**src/rtl/clk_duty_monitor.sv**
```systemverilog
// Measures period and high time of an asynchronous clock, oversampled by clk.
// Optional tolerance checking against expected values under DUTY_CHECK_EN.
module clk_duty_monitor #(
  parameter int CNT_W       = 16,
  parameter int SYNC_STAGES = 2,
  parameter int EXP_PERIOD  = 10,
  parameter int EXP_HIGH    = 3,
  parameter int TOL         = 1
) (
  input  logic             clk,
  input  logic             rst_n,
  input  logic             sig_in,
  input  logic             enable,
  input  logic             clear,
  output logic [CNT_W-1:0] period_cnt,
  output logic [CNT_W-1:0] high_cnt,
  output logic             meas_valid,
  output logic [31:0]      edge_count,
  output logic             timeout,
  output logic             err_period,
  output logic             err_duty
);

  typedef enum logic [1:0] {
    WAIT_RISE,
    MEAS_HIGH,
    MEAS_LOW
  } state_t;

  localparam logic [CNT_W-1:0] CNT_MAX = '1;
  localparam logic [CNT_W-1:0] CNT_ONE = CNT_W'(1);

  state_t state, state_nxt;

  logic [SYNC_STAGES-1:0] sync_q;
  logic                   s, s_d;
  logic                   rise, fall;
  logic [CNT_W-1:0]       pcnt, hcnt;
  logic [CNT_W-1:0]       pcnt_nxt, hcnt_nxt;
  logic                   done, sat, sat_hit;

  always_ff @(posedge clk or negedge rst_n) begin
    if (!rst_n) begin
      sync_q <= '0;
      s_d    <= 1'b0;
    end else begin
      sync_q <= {sync_q[SYNC_STAGES-2:0], sig_in};
      s_d    <= s;
    end
  end

  assign s    = sync_q[SYNC_STAGES-1];
  assign rise = s & ~s_d;
  assign fall = ~s & s_d;
  assign sat  = (state != WAIT_RISE) && (pcnt == CNT_MAX);

  always_ff @(posedge clk or negedge rst_n) begin
    if (!rst_n) state <= WAIT_RISE;
    else        state <= state_nxt;
  end

  always_comb begin
    state_nxt = state;
    if (!enable) begin
      state_nxt = WAIT_RISE;
    end else begin
      unique case (state)
        WAIT_RISE: if (rise) state_nxt = MEAS_HIGH;
        MEAS_HIGH: begin
          if (sat)       state_nxt = WAIT_RISE;
          else if (fall) state_nxt = MEAS_LOW;
        end
        MEAS_LOW: begin
          if (sat)       state_nxt = WAIT_RISE;
          else if (rise) state_nxt = MEAS_HIGH;
        end
        default: state_nxt = WAIT_RISE;
      endcase
    end
  end

  // Saturation takes priority so a stuck input never yields a result.
  always_comb begin
    pcnt_nxt = pcnt;
    hcnt_nxt = hcnt;
    done     = 1'b0;
    sat_hit  = 1'b0;
    if (enable) begin
      unique case (state)
        WAIT_RISE: begin
          if (rise) begin
            pcnt_nxt = CNT_ONE;
            hcnt_nxt = CNT_ONE;
          end
        end
        MEAS_HIGH: begin
          if (sat) begin
            sat_hit = 1'b1;
          end else if (fall) begin
            pcnt_nxt = pcnt + CNT_ONE;
          end else begin
            pcnt_nxt = pcnt + CNT_ONE;
            hcnt_nxt = hcnt + CNT_ONE;
          end
        end
        MEAS_LOW: begin
          if (sat) begin
            sat_hit = 1'b1;
          end else if (rise) begin
            done     = 1'b1;
            pcnt_nxt = CNT_ONE;
            hcnt_nxt = CNT_ONE;
          end else begin
            pcnt_nxt = pcnt + CNT_ONE;
          end
        end
        default: ;
      endcase
    end
  end

  always_ff @(posedge clk or negedge rst_n) begin
    if (!rst_n) begin
      pcnt       <= '0;
      hcnt       <= '0;
      period_cnt <= '0;
      high_cnt   <= '0;
      meas_valid <= 1'b0;
    end else begin
      pcnt       <= pcnt_nxt;
      hcnt       <= hcnt_nxt;
      meas_valid <= done;
      if (done) begin
        period_cnt <= pcnt;
        high_cnt   <= hcnt;
      end
    end
  end

  always_ff @(posedge clk or negedge rst_n) begin
    if (!rst_n) begin
      edge_count <= '0;
      timeout    <= 1'b0;
    end else if (clear) begin
      edge_count <= '0;
      timeout    <= 1'b0;
    end else begin
      if (rise && enable) edge_count <= edge_count + 32'd1;
      if (sat_hit)        timeout    <= 1'b1;
    end
  end

`ifdef DUTY_CHECK_EN
  localparam logic [CNT_W:0] EXP_P = (CNT_W+1)'(EXP_PERIOD);
  localparam logic [CNT_W:0] EXP_H = (CNT_W+1)'(EXP_HIGH);
  localparam logic [CNT_W:0] TOL_V = (CNT_W+1)'(TOL);

  logic [CNT_W:0] p_ext, h_ext;
  logic [CNT_W:0] p_diff, h_diff;

  assign p_ext = {1'b0, period_cnt};
  assign h_ext = {1'b0, high_cnt};

  always_comb begin
    p_diff = (p_ext >= EXP_P) ? p_ext - EXP_P : EXP_P - p_ext;
    h_diff = (h_ext >= EXP_H) ? h_ext - EXP_H : EXP_H - h_ext;
  end

  always_ff @(posedge clk or negedge rst_n) begin
    if (!rst_n) begin
      err_period <= 1'b0;
      err_duty   <= 1'b0;
    end else if (clear) begin
      err_period <= 1'b0;
      err_duty   <= 1'b0;
    end else if (meas_valid) begin
      if (p_diff > TOL_V) err_period <= 1'b1;
      if (h_diff > TOL_V) err_duty   <= 1'b1;
    end
  end
`else
  assign err_period = 1'b0;
  assign err_duty   = 1'b0;
`endif

endmodule

```
**config.mk**
```make
export PLATFORM = sky130hd
export DESIGN_NAME = clk_duty_monitor
export DESIGN_NICKNAME = d
export VERILOG_FILES = /design/src/rtl/clk_duty_monitor.sv
export SDC_FILE = /design/constraint.sdc
export NUM_CORES = 1
export LEC_CHECK = 0
export CAP_MARGIN = 0
export CELL_PAD_IN_SITES_DETAIL_PLACEMENT = 1
export CELL_PAD_IN_SITES_GLOBAL_PLACEMENT = 1
export CORE_MARGIN = 1
export CORE_UTILIZATION = 46
export CTS_CLUSTER_SIZE = 20
export DETAILED_ROUTE_END_ITERATION = 6
export PLACE_DENSITY = 0.91
export SYNTH_ARGS = -nofsm -noshare
export SYNTH_HDL_FRONTEND = slang
export SYNTH_SLANG_ARGS = --single-unit
```
**constraint.sdc**
```tcl
create_clock -name clk -period 5 [get_ports clk]
set_input_delay 0.75 -clock clk [delete_from_list [all_inputs] [get_ports clk]]
set_output_delay 0.75 -clock clk [all_outputs]
set_load 0.01 [all_outputs]
```
# Word level (Yosys, flattened, before mapping)

Index checks and enable logic that the tools add are counted.

Muxes and demuxes: 27
Divide/modulo/power cells: 0
Shift operators: 0
Reduce and logical (&&, ||, !) cells: 10
Add/sub/neg operators: 3
Order comparisons: 0
Equal/unequal tests: 8
Bitwise gates (word level): 4
Multiply operators: 0

Operators with widths:

| cell                  | count |
|---|---|
| $mux 16               | 8 |
| $pmux 16 s3           | 2 |
| $mux 32               | 2 |
| $add 16x1->16 const B | 2 |
| $add 32x1->32 const B | 1 |
| $eq 16x16->1 const B  | 1 |
| $mux 2                | 5 |
| $reduce_and 5->1      | 2 |
| $mux 1                | 9 |
| $ne 2x2->1 const B    | 4 |
| $pmux 2 s3            | 1 |
| $reduce_bool 2->1     | 3 |
| $ne 4x4->1 const B    | 1 |
| $reduce_bool 3->1     | 1 |
| $and 1x1->1           | 2 |
| $eq 2x1->1 const B    | 1 |
| $eq 2x2->1 const B    | 1 |
| $logic_and 1x1->1     | 2 |
| $logic_not 2->1       | 1 |
| $not 1->1             | 2 |
| $reduce_or 2->1       | 1 |

Memories kept: 0
Bits of input ports: 5
Memory bits (writable): 0
Memory bits (read-only): 0
Bits in registers: 103
Bits in latches: 0

# Depth between registers and ports, before layout

Gate-level depths: netlist of the first run.

Word-level depth: 7
Mapped depth: 9

# Worst setup path before layout of the first run

Ideal clock, no wire load.

Path kind: flip-flop to flip-flop
Start: register pcnt[0]
End: register high_cnt[0]
Data required time: 4.875 ns
Arrival time: 2.066 ns
Path buffers: 2
Path slack: 2.809 ns
Setup time: 0.125 ns
Stages on the path, launching flop included: 8
Cells stage by stage: dfrtp_1 -> ha_1 -> nand4_2 -> or4_4 -> and3_4 -> buf_6 -> buf_6 -> mux2_4

Cells in the longest elaborated chain, start to end: 5

RTL lines:

| element                  | line | source |
|---|---|---|
| start: declaration       | 38   | `logic [CNT_W-1:0] pcnt, hcnt;` |
| start signal: assignment | 130  | `pcnt <= pcnt_nxt;` |
| $eq 16x16->1             | 55   | `assign sat = (state != WAIT_RISE) && (pcnt == CNT_MAX);` |
| $logic_and 1x1->1        | 55   |  |
| $mux 1                   | 107  | `if (sat) begin` |
| $mux 1                   | 89   | `unique case (state)` |
| $mux 1                   | 88   | `if (enable) begin` |
| end signal: assignment   | 135  | `high_cnt <= hcnt;` |
| end: declaration         | 16   | `output logic [CNT_W-1:0] high_cnt,` |

Every way passes these cells.
A chain may end at the register's enable or synchronous reset.

# Worst setup path after layout of the first run

Start: register pcnt[0]
End: register hcnt[4]

Cells in the longest elaborated chain, start to end: 4
Elaborated cells on any way between the ends: 5

RTL lines:

| element                      | line | source |
|---|---|---|
| $eq 16x16->1 *               | 55   |  |
| $logic_and 1x1->1 *          | 55   |  |
| $ne 2x2->1 (no line)         | -    |  |
| $reduce_and 5->1 (no line) * | -    |  |
| end signal: assignment       | 131  | `hcnt <= hcnt_nxt;` |
| end: declaration             | 38   |  |

Every way passes the cells marked *; elsewhere a longest branch is shown, timed or not.

==> out/qor.csv, run 1 <==
metric;value;unit
final count of negative-setup-slack endpoints;0;
post-synthesis cell type count;54;
vias in the first global route;4527;
drt drc;0;
fill count;1213;
Max Cap Violations;0;
number of synthesized flops with an enable pin;0;
Final Routed Wirelength;13850;um
Slew Viols, Final;0;
Netlist Area Pre-Place;5218;um^2
root buf cell;clkbuf_16;
#FFs+latches synth;103;
cell area power density;275.9;nW/um^2
DR pass1 iterations;4;
Final Hold Viols;0;
Die Width;108.5;um
largest net degree at the start of global routing;68;
Setup Skew;0.008004;ns
Worst Path Arrival;3.06;ns
FF+latch area;2577;um^2
ratio of cells with drive above 1 in the final layout;9.550;%
Tot Pwr;1.728;mW
Worst setup SP type;flip-flop;
cts repair resizes;0;
# IOs;73;
largest area contributor in the netlist;dfrtp_1;
Critical Path RT;5.18;ns
Main synth FF type;dfrtp_1;
crit path max fanout;13;
ANT nets after route;0;
cts hold-fix bufs;0;
I/O Buffers;70;
vias after detailed routing;4164;
crit path kind;flip-flop to flip-flop;
area fraction of the dominant cell type after synthesis;49.40;%
CTS sink cnt;103;
Worst setup EP type;flip-flop;
leakage;2.616;nW
initial antenna violation count;0;
Initial Util;47.71;%
fin nets;563;
ant diodes;0;
status;complete, no violations;
H-tree Lvls;3;
Clk pin slew, worst setup/hold paths;0.07;ns
CTS tree;done;
Clock Path Buffers;2;
Area Growth Syn to Fin;20.07;%
GP Congestion;0.8149;
Total GRT Usage;25.89;%
fin crit share;57.55;%
RSZ-0062 raised after global routing;no;
Worst Tran Pin Value;1.241;ns
worst hold path type;flip-flop to flip-flop;
Max-slew headroom;17.00;%
Routed wire per std cell;19.93;um
CTS buffer count;9;
Multi-input gate area;2455;um^2
Post CTS Setup Buffer Count;0;
peak supply drop;0.2516;mV
Cells after Synth;495;
Placeable Area;10940;um^2
min Tclk post-route;2.877;ns
Clock Latency Late Sink;0.36;ns
setup TNS;0;ns
Seq/Total Area, Yosys;49.40;%
largest cells by area after synthesis;dfrtp_1 49%, mux2_4 8.3%, nor2_1 3.0%, o21ai_0 2.9%, xor2_1 2.9%;
synth warn;0;
GRT Residual Overflow;0;
Fmax;347.5;MHz
Die ar.;11770;um^2
Post-synth ARST share;100.0;%
Die Span Y;108.5;um
cell row count;38;
post-DP HPWL;9296;um
DR vias/cell;5.991;
Syn Area/Cell;10.54;um^2
first-pass GRT wire length;23450;um
Iter 0 DRT Violations;207;
## Yosys cell counts, drive strengths merged (6+ instances only)
cell type / count
dfrtp: 103
nor2: 42
o21ai: 38
mux2: 32
nand2: 29
nand4: 24
nand3: 20
a21oi: 17
xor2: 17
o31ai: 16
clkbuf: 15
buf: 14
nor3: 13
nand2b: 12
nor4: 10
xnor2: 10
inv: 9
and4: 8
ha: 8
and2: 6
o41ai: 6
## critical path, stage by stage, from the launching register on
cell and delay (ns):
dfrtp_1 0.46, ha_1 0.28, nand4_2 0.21, nor4_1 0.62, a21oi_1 0.28, o21ai_1 0.63
o31ai_1 0.21
## cell families after synthesis
| group | Yosys count | synth area share [%] |
|---|---|---|
| multiplexers | 35 | 9.568 |
| AND/OR/NAND/NOR | 186 | 19.30 |
| XOR/XNOR | 27 | 4.532 |
| other | 1 | 0.07187 |
| flip-flops | 103 | 49.40 |
| AO/OA/AOI/OAI | 97 | 11.58 |
| buffers and inverters | 38 | 3.621 |
| adder cells (fa/ha/maj) | 8 | 1.919 |
## report_power, final
group          internal (mW)  switching [mW]
combinational         0.0434          0.0793
clock                  0.428           0.309
sequential             0.849          0.0207
## final timing paths
check	cells past startpoint	start	end	slack [ns]
worst max-delay path	6	pcnt[0]$_DFFE_PN0P_	hcnt[4]$_DFFE_PN0P_	2.12
worst min-delay path	0	sync_q[0]$_DFF_PN0_	sync_q[1]$_DFF_PN0_	0.37
worst max register to register	6	pcnt[0]$_DFFE_PN0P_	hcnt[4]$_DFFE_PN0P_	2.12
worst min register to register	0	sync_q[0]$_DFF_PN0_	sync_q[1]$_DFF_PN0_	0.37
max in group asynchronous	2	rst_n	period_cnt[0]$_DFFE_PN0P_	3.48
min in group asynchronous	1	rst_n	edge_count[18]$_DFFE_PN0P_	0.49
## through the flow
| stage | setup WS, ns | util [%] | area, um^2 | cells | hold WS (ns) |
|---|---|---|---|---|---|
| 3_3_place_gp | 2.087 | 54.45 | 5954 | 679 | 0.3436 |
| 4_1_cts | 2.120 | 57.29 | 6265 | 695 | 0.3705 |
| 6_report | 2.123 | 57.29 | 6265 | 695 | 0.3671 |
| 3_5_place_dp | 1.946 | 54.45 | 5954 | 679 | 0.3609 |
| 2_1_floorplan | 2.809 | - | 5221 | 496 | 0.3312 |
| 5_1_grt | 1.899 | 57.29 | 6265 | 695 | 0.3823 |
## sequential cells by signal, indices dropped and copies added (netlist names)
| name | count |
|---|---|
| state | 2 |
| period_cnt | 16 |
| meas_valid | 1 |
| timeout | 1 |
| sync_q | 2 |
| hcnt | 16 |
| edge_count | 32 |
| s_d | 1 |
| high_cnt | 16 |
| pcnt | 16 |
## cell type report
class,instances,share of cell area [%]
repair buffers,72,11.38
clock buffers,13,4.314
inverters,9,0.5392
clock inverters,3,0.6391
well taps,140,2.796
flip-flops and latches,103,41.14
multi-input cells,355,39.19
## layer usage
metal,wire (um),vias to the layer above,track usage [%]
met5,0,-,0
met4,268,0,8.784
met3,480,26,5.907
met2,7160,99,45.16
met1,5940,2139,31.34
li1,-,1900,-
## placed cells by master (no fill, tap or decap), drive strengths merged, types with 4 or more instances in the layout
cell type      Yosys  final
mux2              32     32
a21oi             17     17
nor2              42     42
xor2              17     17
ha                 8      8
a31oi              5      5
nor2b              5      5
nor3              13     13
inv                9      9
nor3b              4      4
clkbuf            15     13
o21ai             38     38
nor4              10     10
xnor2             10     10
and4               8      8
and3               4      4
o41ai              6      6
dfrtp            103    103
o31ai             16     16
nand4             24     24
and2               6      6
clkdlybuf4s50      0     69
nand2b            12     12
nand2             29     29
nand3             20     20
Note: power is estimated with default switching activity, not from simulation.
==> run 2, diff against run 1 <==
- CORE_UTILIZATION: 46 -> 43
- PLACE_DENSITY: 0.91 -> 0.86
- clock period: 5 -> 2.8 ns (I/O delays scaled with it)
==> run 2 against run 1 <==
  * Flip-flop and latch count unchanged
  * Combinational power increased by 89%
  * Die area increased by 6.9%
  * Critical endpoint is now hcnt[10]$_DFFE_PN0P_
  * Power increased by 73%
  * First-iteration DRC count increased by 9.7%
  * Utilization decreased by 3.0 points
  * Setup slack got worse by 1.8 ns
  * Via count decreased by 0.19%
  * Sequential share of layout area decreased by 0.27 points
  * The flow now finishes with violations (DRC)
  * Global-route usage decreased by 3.1 points
  * Register-to-register slack got worse by 1.8 ns
==> out/qor.csv, run 2 (same netlist as run 1, synthesis figures left out) <==
metric;value;unit;change
status;finished with violations;;
violated checks;DRC;;
drt drc;8;;+8
fin nets;572;;+1.6%
Clock Path Buffers;2;;unchanged
cts hold-fix bufs;0;;unchanged
Fmax;398.4;MHz;+15%
DR pass1 iterations;7;;+3
Routed wire per std cell;18.95;um;-4.9%
worst hold path type;primary input to async pin;;
Hold WS;0.06813;ns;-0.2990 ns
Worst Path Arrival;2.74;ns;-0.32 ns
crit path max fanout;13;;unchanged
# IOs;73;;unchanged
first-pass GRT wire length;22870;um;-2.4%
min Tclk post-route;2.510;ns;-0.3675 ns
most common cell after layout, fill and taps aside;dfrtp_1;;
ANT nets after route;0;;unchanged
Setup Skew;0.008912;ns;+0.0009080 ns
DR vias/cell;5.903;;-1.5%
GRT Residual Overflow;0;;unchanged
Tot Pwr;2.993;mW;+73%
ant diodes;0;;unchanged
Die Span Y;112.2;um;+3.4%
Seq pwr share;51.9;%;+1.6 points
most frequent cells in the layout;103 x dfrtp_1, 69 x clkdlybuf4s50_1, 42 x nor2_1;;
Worst setup SP type;flip-flop;;
Max-slew headroom;48.79;%;+32 points
internal power;2.281;mW;+73%
CTS tree;done;;
Final Routed Wirelength;13340;um;-3.7%
Biggest register;edge_count;;
Final Hold Viols;0;;unchanged
vias in the first global route;4432;;-2.1%
Initial Util;44.93;%;-2.8 points
Area Growth Syn to Fin;20.86;%;
Max Cap Violations;0;;unchanged
cell row count;39;;+2.6%
RSZ-0062 raised after global routing;no;;
fin crit share;89.64;%;+32 points
Iter 0 DRT Violations;227;;+9.7%
Clk pin slew, worst setup/hold paths;0.07;ns;about the same
Critical Path RT;3.03;ns;-2.15 ns
Post CTS Setup Buffer Count;0;;unchanged
CTS buffer count;9;;unchanged
Die Width;112.2;um;+3.4%
Placeable Area;11610;um^2;+6.2%
post-DP HPWL;9051;um;-2.6%
Slew Viols, Final;0;;unchanged
crit path kind;flip-flop to flip-flop;;
sw power;712.2;uW;+74%
ratio of cells with drive above 1 in the final layout;10.34;%;+0.79 points
root buf cell;clkbuf_16;;
I/O Buffers;70;;unchanged
GP Congestion;0.8489;;+4.2%
max reg flops;32;;unchanged
cts repair resizes;0;;unchanged
setup TNS;0;ns;unchanged
sw frac;23.80;%;+0.15 points
Worst Tran Pin Value;0.7612;ns;-0.4799 ns
Clock power frac;40.4;%;-2.2 points
vias after detailed routing;4156;;-0.19%
Combinational Power Share;7.8;%;+0.7 points
Die ar.;12580;um^2;+6.9%
largest net degree at the start of global routing;60;;-12%
cell area power density;474.7;nW/um^2;+72%
CTS sink cnt;103;;unchanged
H-tree Lvls;3;;unchanged
final count of negative-setup-slack endpoints;0;;unchanged
peak supply drop;0.4544;mV;+81%
initial antenna violation count;0;;unchanged
Clock Latency Late Sink;0.35;ns;about the same
leakage;2.641;nW;+0.97%
Total GRT Usage;22.82;%;-3.1 points
Worst setup EP type;flip-flop;;
[run 2: cell count changes in the layout (fill, tap and decap cells not counted), sizes merged]
cell	change
clkinv	-1
clkbuf	-2
buf	+9
[run 2: worst max-delay path, stage by stage (launching register included)]
cell      delay [ns]
dfrtp_1         0.45
inv_1           0.13
ha_1            0.41
nor2b_1         0.39
o2111a_1        0.50
a41oi_1         0.17
o21ai_0         0.21
o31ai_1         0.11
[run 2: through the flow]
| step | utilization [%] | area (um^2) | setup slack [ns] | instances |
|---|---|---|---|---|
| floorplan | - | 5221 | 0.6085 | 496 |
| global placement | 51.99 | 6038 | 0.4251 | 691 |
| detailed placement | 51.99 | 6038 | 0.3249 | 691 |
| CTS | 54.30 | 6306 | 0.2917 | 704 |
| global route | 54.30 | 6306 | 0.05469 | 704 |
| finish | 54.30 | 6306 | 0.2900 | 704 |
[run 2: cell type report]
cell class	instances	area, um^2
Clock inverter	2	35.03
Sequential cell	103	2577
Multi-Input combinational cell	355	2455
Inverter	9	33.78
Fill cell	1274	5308
Timing Repair Buffer	81	793.3
Tap cell	143	178.9
Clock buffer	11	232.7
[run 2: power by group through the flow]
stage | Sequential, mW | Combinational [mW] | Clock, mW
after floorplan | 1.57 | 0.133 | 0
after global placement | 1.58 | 0.219 | 0
after detailed placement | 1.58 | 0.232 | 0
after CTS | 1.55 | 0.235 | 1.24
after global routing | 1.56 | 0.258 | 1.28
final | 1.55 | 0.233 | 1.21
[run 2: final timing paths]
check	start	endpoint	slack, ns	depth (start not counted)
setup / recovery	state[1]$_DFFE_PN0P_	hcnt[10]$_DFFE_PN0P_	0.29	7
hold / removal	rst_n	period_cnt[11]$_DFFE_PN0P_	0.07	1
setup reg to reg	state[1]$_DFFE_PN0P_	hcnt[10]$_DFFE_PN0P_	0.29	7
hold reg to reg	sync_q[0]$_DFF_PN0_	sync_q[1]$_DFF_PN0_	0.35	0
max in group asynchronous	rst_n	high_cnt[2]$_DFFE_PN0P_	2.00	2
min in group clk	sync_q[0]$_DFF_PN0_	sync_q[1]$_DFF_PN0_	0.35	0
[run 2: routing by layer]
metal	wire [um]	GRT usage [%]
met1	5968	29.39
met2	6704	38.22
met3	507	5.346
met4	159	7.111
met5	0	0
==> run 3, diff against run 2 <==
- TNS_END_PERCENT: unset -> 100
==> results of run 3 <==
The final DEF is identical to that of run 2; final timing and power are the same.
